<file path="config.mk">
export PLATFORM = sky130hd
export DESIGN_NAME = dcache_ctrl
export DESIGN_NICKNAME = d
export VERILOG_FILES = /design/src/rtl/dcache_ctrl.sv
export SDC_FILE = /design/constraint.sdc
export NUM_CORES = 2
export LEC_CHECK = 0
export BUFFER_PORTS_ARGS = -buffer_cell sky130_fd_sc_hd__buf_2
export CAP_MARGIN = 20
export CORE_MARGIN = 2
export CORE_UTILIZATION = 55
export DETAILED_ROUTE_END_ITERATION = 8
export PLACE_DENSITY = 0.72
export SYNTH_ARGS = -nofsm -noshare
export SYNTH_HDL_FRONTEND = slang
export SYNTH_SLANG_ARGS = --single-unit
</file>
<file path="constraint.sdc">
create_clock -name clk -period 9.46 [get_ports clk]
set_clock_uncertainty 0.1 [all_clocks]
set_input_delay 2.365 -clock clk [delete_from_list [all_inputs] [get_ports clk]]
set_output_delay 2.365 -clock clk [all_outputs]
set_load 0.03 [all_outputs]
</file>
<file path="src/rtl/dcache_ctrl.sv">
// rtl/dcache_ctrl.sv - direct-mapped write-through, no-write-allocate data cache controller
module dcache_ctrl #(
    parameter int NUM_LINES   = 16,
    parameter int MEM_LATENCY = 5
) (
    input  logic         clk,
    input  logic         rst,
    input  logic         cpu_req,
    input  logic         cpu_we,
    input  logic [31:0]  cpu_addr,
    input  logic [31:0]  cpu_wdata,
    output logic [31:0]  cpu_rdata,
    output logic         cpu_ready,
    output logic [31:0]  mem_addr,
    output logic         mem_we,
    output logic [31:0]  mem_wdata,
    input  logic [127:0] mem_line,
    output logic [31:0]  hit_count,
    output logic [31:0]  miss_count
);

    localparam int IB = $clog2(NUM_LINES);
    localparam int TW = 28 - IB;
    localparam int CW = $clog2(MEM_LATENCY + 1);

    localparam logic [1:0] S_IDLE  = 2'd0;
    localparam logic [1:0] S_FILL  = 2'd1;
    localparam logic [1:0] S_WRITE = 2'd2;

    logic [1:0]           r_state;
    logic [CW-1:0]        r_cnt;
    logic [NUM_LINES-1:0] r_valid;
    logic [TW-1:0]        r_tag  [NUM_LINES];
    logic [127:0]         r_data [NUM_LINES];
    logic [27:0]          r_fill_addr;
    logic [31:0]          r_mem_addr;
    logic                 r_mem_we;
    logic [31:0]          r_mem_wdata;
    logic [31:0]          r_hit_count;
    logic [31:0]          r_miss_count;

    logic [IB-1:0]  w_idx;
    logic [TW-1:0]  w_tag;
    logic [1:0]     w_word;
    logic           w_hit;
    logic [127:0]   w_sel_line;
    logic [IB-1:0]  w_fidx;
    logic [TW-1:0]  w_ftag;
    logic           w_fill_done;
    logic [IB-1:0]  w_sidx;
    logic [TW-1:0]  w_stag;
    logic           w_st_hit;
    logic [127:0]   w_merged;
    logic           w_unused;

    assign w_idx      = cpu_addr[4+IB-1:4];
    assign w_tag      = cpu_addr[31:4+IB];
    assign w_word     = cpu_addr[3:2];
    assign w_hit      = r_valid[w_idx] && (r_tag[w_idx] == w_tag);
    assign w_sel_line = r_data[w_idx];
    assign w_unused   = ^cpu_addr[1:0];

    // Fill uses the address latched on entry so a moving cpu_addr cannot corrupt it.
    assign w_fidx      = r_fill_addr[IB-1:0];
    assign w_ftag      = r_fill_addr[27:IB];
    assign w_fill_done = (r_state == S_FILL) && (r_cnt == CW'(MEM_LATENCY));

    assign w_sidx   = r_mem_addr[4+IB-1:4];
    assign w_stag   = r_mem_addr[31:4+IB];
    assign w_st_hit = (r_state == S_WRITE) && r_valid[w_sidx] && (r_tag[w_sidx] == w_stag);

    always_comb begin
        cpu_rdata = 32'd0;
        case (w_word)
            2'd0:    cpu_rdata = w_sel_line[127:96];
            2'd1:    cpu_rdata = w_sel_line[95:64];
            2'd2:    cpu_rdata = w_sel_line[63:32];
            default: cpu_rdata = w_sel_line[31:0];
        endcase
    end

    always_comb begin
        w_merged = r_data[w_sidx];
        case (r_mem_addr[3:2])
            2'd0:    w_merged[127:96] = r_mem_wdata;
            2'd1:    w_merged[95:64]  = r_mem_wdata;
            2'd2:    w_merged[63:32]  = r_mem_wdata;
            default: w_merged[31:0]   = r_mem_wdata;
        endcase
    end

    always_comb begin
        cpu_ready = 1'b0;
        if (!rst) begin
            cpu_ready = (r_state == S_WRITE) ||
                        ((r_state == S_IDLE) && cpu_req && !cpu_we && w_hit);
        end
    end

    always_ff @(posedge clk) begin
        if (rst) begin
            r_state      <= S_IDLE;
            r_cnt        <= '0;
            r_valid      <= '0;
            r_fill_addr  <= '0;
            r_mem_addr   <= '0;
            r_mem_we     <= 1'b0;
            r_mem_wdata  <= '0;
            r_hit_count  <= '0;
            r_miss_count <= '0;
        end else begin
            case (r_state)
                S_IDLE: begin
                    if (cpu_req) begin
                        if (cpu_we) begin
                            r_mem_addr  <= cpu_addr;
                            r_mem_wdata <= cpu_wdata;
                            r_mem_we    <= 1'b1;
                            r_state     <= S_WRITE;
                        end else if (w_hit) begin
                            r_hit_count <= r_hit_count + 32'd1;
                        end else begin
                            r_mem_addr   <= {cpu_addr[31:4], 4'b0};
                            r_fill_addr  <= cpu_addr[31:4];
                            r_cnt        <= '0;
                            r_miss_count <= r_miss_count + 32'd1;
                            r_state      <= S_FILL;
                        end
                    end
                end
                S_FILL: begin
                    if (w_fill_done) begin
                        r_valid[w_fidx] <= 1'b1;
                        r_state         <= S_IDLE;
                    end else begin
                        r_cnt <= r_cnt + 1'b1;
                    end
                end
                S_WRITE: begin
                    r_mem_we <= 1'b0;
                    r_state  <= S_IDLE;
                end
                default: r_state <= S_IDLE;
            endcase
        end
    end

    // Tag/data arrays need no reset: the valid bits gate every use.
    always_ff @(posedge clk) begin
        if (!rst) begin
            if (w_fill_done) begin
                r_data[w_fidx] <= mem_line;
                r_tag[w_fidx]  <= w_ftag;
            end else if (w_st_hit) begin
                r_data[w_sidx] <= w_merged;
            end
        end
    end

    assign mem_addr   = r_mem_addr;
    assign mem_we     = r_mem_we;
    assign mem_wdata  = r_mem_wdata;
    assign hit_count  = r_hit_count;
    assign miss_count = r_miss_count;

endmodule

</file>
# After elaboration in Yosys (flattened, before gate mapping)

Memories as Yosys holds them, arrays and structs flattened. A register that Yosys moved wholly into a read port is not among the register bits.
Cells that the tools add are included.
W data, S select, Z words.

Mux-type cells: 39
Add/sub/neg operators: 3
Reductions and logical operators: 29
Magnitude comparators: 4
Equality and inequality tests: 21
Bitwise logic cells: 3

Operators by type and width:

| kind                    | number |
|---|---|
| $mux W32                | 6 |
| $mux W128               | 1 |
| $reduce_or A128 Y1      | 1 |
| $pmux W32 S3            | 1 |
| $add A32 B1 Y32 const B | 2 |
| $eq A24 B24 Y1          | 2 |
| $mux W4                 | 4 |
| $or A16 B16 Y16         | 1 |
| $lt A4 B5 Y1 const B    | 3 |
| $ne A2 B2 Y1 const B    | 7 |
| $mux W1                 | 13 |
| $mux W3                 | 4 |
| $reduce_and A3 Y1       | 4 |
| $reduce_and A2 Y1       | 5 |
| $bmux W1 S4             | 2 |
| $logic_and A1 B1 Y1     | 8 |
| $mux W2                 | 4 |
| $reduce_and A4 Y1       | 2 |
| $eq A2 B1 Y1 const B    | 3 |
| $eq A2 B2 Y1 const B    | 3 |
| $logic_not A2 Y1        | 3 |
| $pmux W3 S2             | 1 |
| $reduce_and A5 Y1       | 1 |
| $demux W1 S4            | 1 |
| other kinds (12)        | 17 |

Logic and storage cells: 110
Memory bits (writable): 2432
Output and inout port bits: 162
Memories kept: 2
Register bits: 178

Memory list:

| name   | words | bits a word | read ports | clocked after Yosys merged registers in | wr ports | line | RTL |
|---|---|---|---|---|---|---|---|
| r_data | 16    | 128         | 1          | 0                                       | 1        | 34   | `logic [127:0] r_data [NUM_LINES];` |
| r_tag  | 16    | 24          | 2          | 1                                       | 1        | 33   | `logic [TW-1:0] r_tag [NUM_LINES];` |

# Longest topological paths before layout

Word-level depth: 11
Mapped depth: 16

# Least setup slack after synthesis

Ideal clock, no wire load.

Kind: input to output
Start: input cpu_addr[4]
End: output cpu_rdata[0]
Buffers on the path: 7
Slack: 1364 ps
Stages: 10
Arrival: 5631 ps
Cell sequence: buf_4 buf_4 buf_6 buf_2 buf_2 clkbuf_1 buf_1 mux4_2 mux4_2 mux4_2

Longest elaborated chain between the ends: 2

Ends and longest elaborated chain:

| element            | line | RTL |
|---|---|---|
| start: declaration | 10   | `input logic [31:0] cpu_addr,` |
| $mem_v2 Z16 W128   | n/a  |  |
| $pmux W32 S3       | 74   | `case (w_word)` |
| end: declaration   | 12   | `output logic [31:0] cpu_rdata,` |

No other way between the ends.

# Final worst setup path

Start: input cpu_addr[4]
End: output cpu_ready

Longest elaborated chain between the ends: 6
Elaborated cells on any way between the ends: 8
Classes of those cells: 1 x eq/ne; 3 x mux; 3 x reduce/logical; 1 x memory

Ends and longest elaborated chain:

| element                                               | line | RTL |
|---|---|---|
| $mem_v2 Z16 W24 / $bmux W1 S4 (equally long branches) | n/a  |  |
| $eq A24 B24 Y1 / $mux W1 (equally long branches)      | 59   | `assign w_hit = r_valid[w_idx] && (r_tag[w_idx] == w_tag);` |
| $logic_and A1 B1 Y1 *                                 | 59   |  |
| $logic_and A1 B1 Y1 *                                 | 96   | `((r_state == S_IDLE) && cpu_req && !cpu_we && w_hit);` |
| $logic_or A1 B1 Y1 *                                  | 95   | `cpu_ready = (r_state == S_WRITE) \|\|` |
| $mux W1 *                                             | 94   | `if (!rst) begin` |
| end: declaration                                      | 13   | `output logic cpu_ready,` |

Mark *: on every way between the ends. The rest lies on a longest branch, timed or not. The select of a mux whose other input is x is not followed.

==> run_results.csv <==
group,metric,value,unit
sta,tightest_slew,1.23,ns
finish,utilization,62.7,%
job,max-cap-violations,0,
clock_tree,clkTransAtPathRegs,0.06,ns
sta,whs,0.362,ns
global_route,grtUsageTotal,30.6,%
route,remaining_drc_errors,0,
clock_tree,cts.htree.levels,5,
synthesis,synth.yosys.seq_area_share,72.2,%
sta,setup-tns-final,0,ns
floorplan,die-area,197000,um^2
sta,period_share,88.2,%
floorplan,io_pins,358,
synthesis,ys_seq_elements,2614,
synthesis,synth_edf_count,2432,
clock_tree,cts-root-buf,"clkbuf_16",
finish,nNetsFinal,5765,
floorplan,initial_core_util,55.2,%
power_and_ir_drop,p_total,0.0245,W
worst_setup_path,path_buf_inv,2,
sta,rsz0062_at_grt,"false",
worst_setup_path,cpLargestDelayFamily,"multiplexers",
sta,slew_headroom,17.6,%
worst_setup_path,startpoint,"cpu_addr[4]",
power_and_ir_drop,leakagePower,38.7,nW
status,status,"finished, final reports clean",
placed_design,port_buffers,357,
worst_hold_path,hp-start,"mem_wdata[22]$_SDFFE_PP0P_",
synthesis,syn_avg_cell_area,21.0,um^2
synthesis,yosysWarnings,0,
power_and_ir_drop,power.density,203,nW/um^2
route,via_per_inst,6.79,
clock_tree,postCtsSetupBuffers,0,
sta,finalSetupViolCount,0,
route,wirelength,302,mm
synthesis,syn_nets,5258,
finish,fin_area,121000,um^2
route,avgRoutedWirePerCell,36.2,um
synthesis,synthArstFlopShare,0,%
route,ant_nets,0,
worst_setup_path,arrival,5.88,ns
route,vias,56633,
sta,fin_crit,8.35,ns
worst_setup_path,crit_slowest_cell,"mux4_1",
power_and_ir_drop,max-vdd-ir-drop,0.162,mV
global_route,antenna_found_initial,42,
clock_tree,hold_buffers,0,
global_route,grt_max_degree,108,
synthesis,synth_top_area_share,68.8,%
clock_tree,tritoncts,"yes",
worst_setup_path,start_kind,"primary input",
route,drt_iter0_drc,7630,
global_route,grt-ovfl-total,0,
finish,area_growth,13.6,%
worst_setup_path,path_class,"in2out",
synthesis,synth_area_leaders,"edfxtp_1 69%, mux4_2 18%, dfxtp_1 3.4%",
synthesis,netlist_area,106000,um^2
floorplan,design.core.area,192000,um^2
floorplan,die_y,443,um
placed_design,place.gp.congestion,0.844,
floorplan,die_w,443,um
clock_tree,cts_buffers,281,
finish,drive_gt1_share,34.7,%
synthesis,synth.distinct_cells,82,
synthesis,synth_flop_cell,"edfxtp_1",
synthesis,synth_commonest_cells,"2432 x edfxtp_1, 838 x mux4_2, 206 x nand2_1",
worst_hold_path,holdCritPathClass,"reg2reg",
sta,drv_slew,0,
synthesis,syn_inst,5058,
worst_setup_path,path_cells,"buf_8 > mux4_1 > mux4_2 > xnor2_1 > nand2_1 > or3b_4 > nor3_4 > nand4_4 > a21oi_1 > buf_2",
clock_tree,clock_latency,0.93,ns
sta,hold_viol_final,0,
sta,fmax,120,MHz
worst_setup_path,cp_max_fo,48,
synthesis,yosysMostFrequentCell,"edfxtp_1",
clock_tree,cts.sink_count,2614,
global_route,grt_pass1_vias,55012,
global_route,grt_pass1_wl,419,mm
floorplan,rows,161,
placed_design,post-dp-hpwl,181,mm
synthesis,yosysTopAreaCell,"edfxtp_1",
clock_tree,cts_buffer_depth,4,
worst_setup_path,critPathMaxStageDelay,0.62,ns
worst_setup_path,cp.required,7.00,ns
route,dr.pass1.iters,5,
placed_design,post_dp_cell_area,112000,um^2
clock_tree,post_cts_resized,0,
worst_setup_path,worst_setup_path_end_kind,"primary output",
## state kept, by name, indices dropped and copies added, names as in the netlist, 16 cells and up, named ones only
signal and cells:
mem_wdata 32, mem_addr 32, r_valid 16, r_tag 384, r_data 2048, miss_count 32
hit_count 32, r_fill_addr 28
## cell usage in the layout, fill, tap and decap left out, types with 26 or more instances in the layout
master,Yosys,final
nor2b_1,30,30
clkbuf_1,149,64
clkbuf_16,0,288
diode_2,0,58
o21ai_0,26,26
a21oi_1,87,87
clkinv_1,1,55
buf_2,51,351
dfxtp_1,182,178
nor2_4,0,81
mux4_2,838,838
nand2_1,206,206
nor4_1,26,26
mux2_2,157,157
clkinv_2,0,33
edfxtp_1,2432,2432
mux2i_1,204,204
nor2_1,139,58
nand3_1,37,37
buf_4,24,155
## final timing paths
kind                                end  cells past startpoint  slack [ns]
min          mem_wdata[22]$_SDFFE_PP0P_                      2        0.36
max reg2reg   r_data[11][101]$_DFFE_PP_                     11        2.18
max                           cpu_ready                     10        1.11
min reg2reg  mem_wdata[22]$_SDFFE_PP0P_                      2        0.36
## cell families after synthesis
kind of cell / share of synthesized area (%)
compound gates: 1.60
mux: 21.5
flops: 72.2
simple gates: 2.79
xor+xnor: 0.396
fa+ha+maj: 0.0471
buf+inv: 1.45
## layout make-up
cell class	count	area, um^2
clock inverter	111	828
fill	12826	71600
multi-input combinational	2110	28600
antenna	58	145
clock buffer	360	7550
sequential	2614	76700
tap	2526	3160
inverter	23	88.8
timing repair buffer	535	3500
## where the power goes
part | switching, W | internal (W) | total, W | leakage (nW)
sequential | 0.0000858 | 0.0126 | 0.0127 | 23.5
combinational | 0.000909 | 0.000592 | 0.00150 | 11.1
clock | 0.00431 | 0.00592 | 0.0102 | 4.10
total | 0.00531 | 0.0192 | 0.0245 | 38.7
## tightest hold or removal path: stages (launching register included)
cell	delay [ns]
dfxtp_1	0.31
nand2_1	0.05
a21oi_1	0.05
## per-stage QoR
| step | setup WS (ns) | instances |
|---|---|---|
| floorplan | 1.36 | 5058 |
| CTS | 0.999 | 8274 |
| finish | 1.11 | 8337 |
| detailed placement | 1.00 | 7803 |
| global placement | 1.03 | 7800 |
| global route | 0.982 | 8296 |
## routing by layer
metal	up-vias	wire, um	track usage [%]
met5	-	182	0
met4	26	17100	17.0
met3	685	30900	6.72
met2	3604	149000	49.1
met1	29960	105000	39.4
li1	22358	-	-
Power figures use the tool's default switching activity.
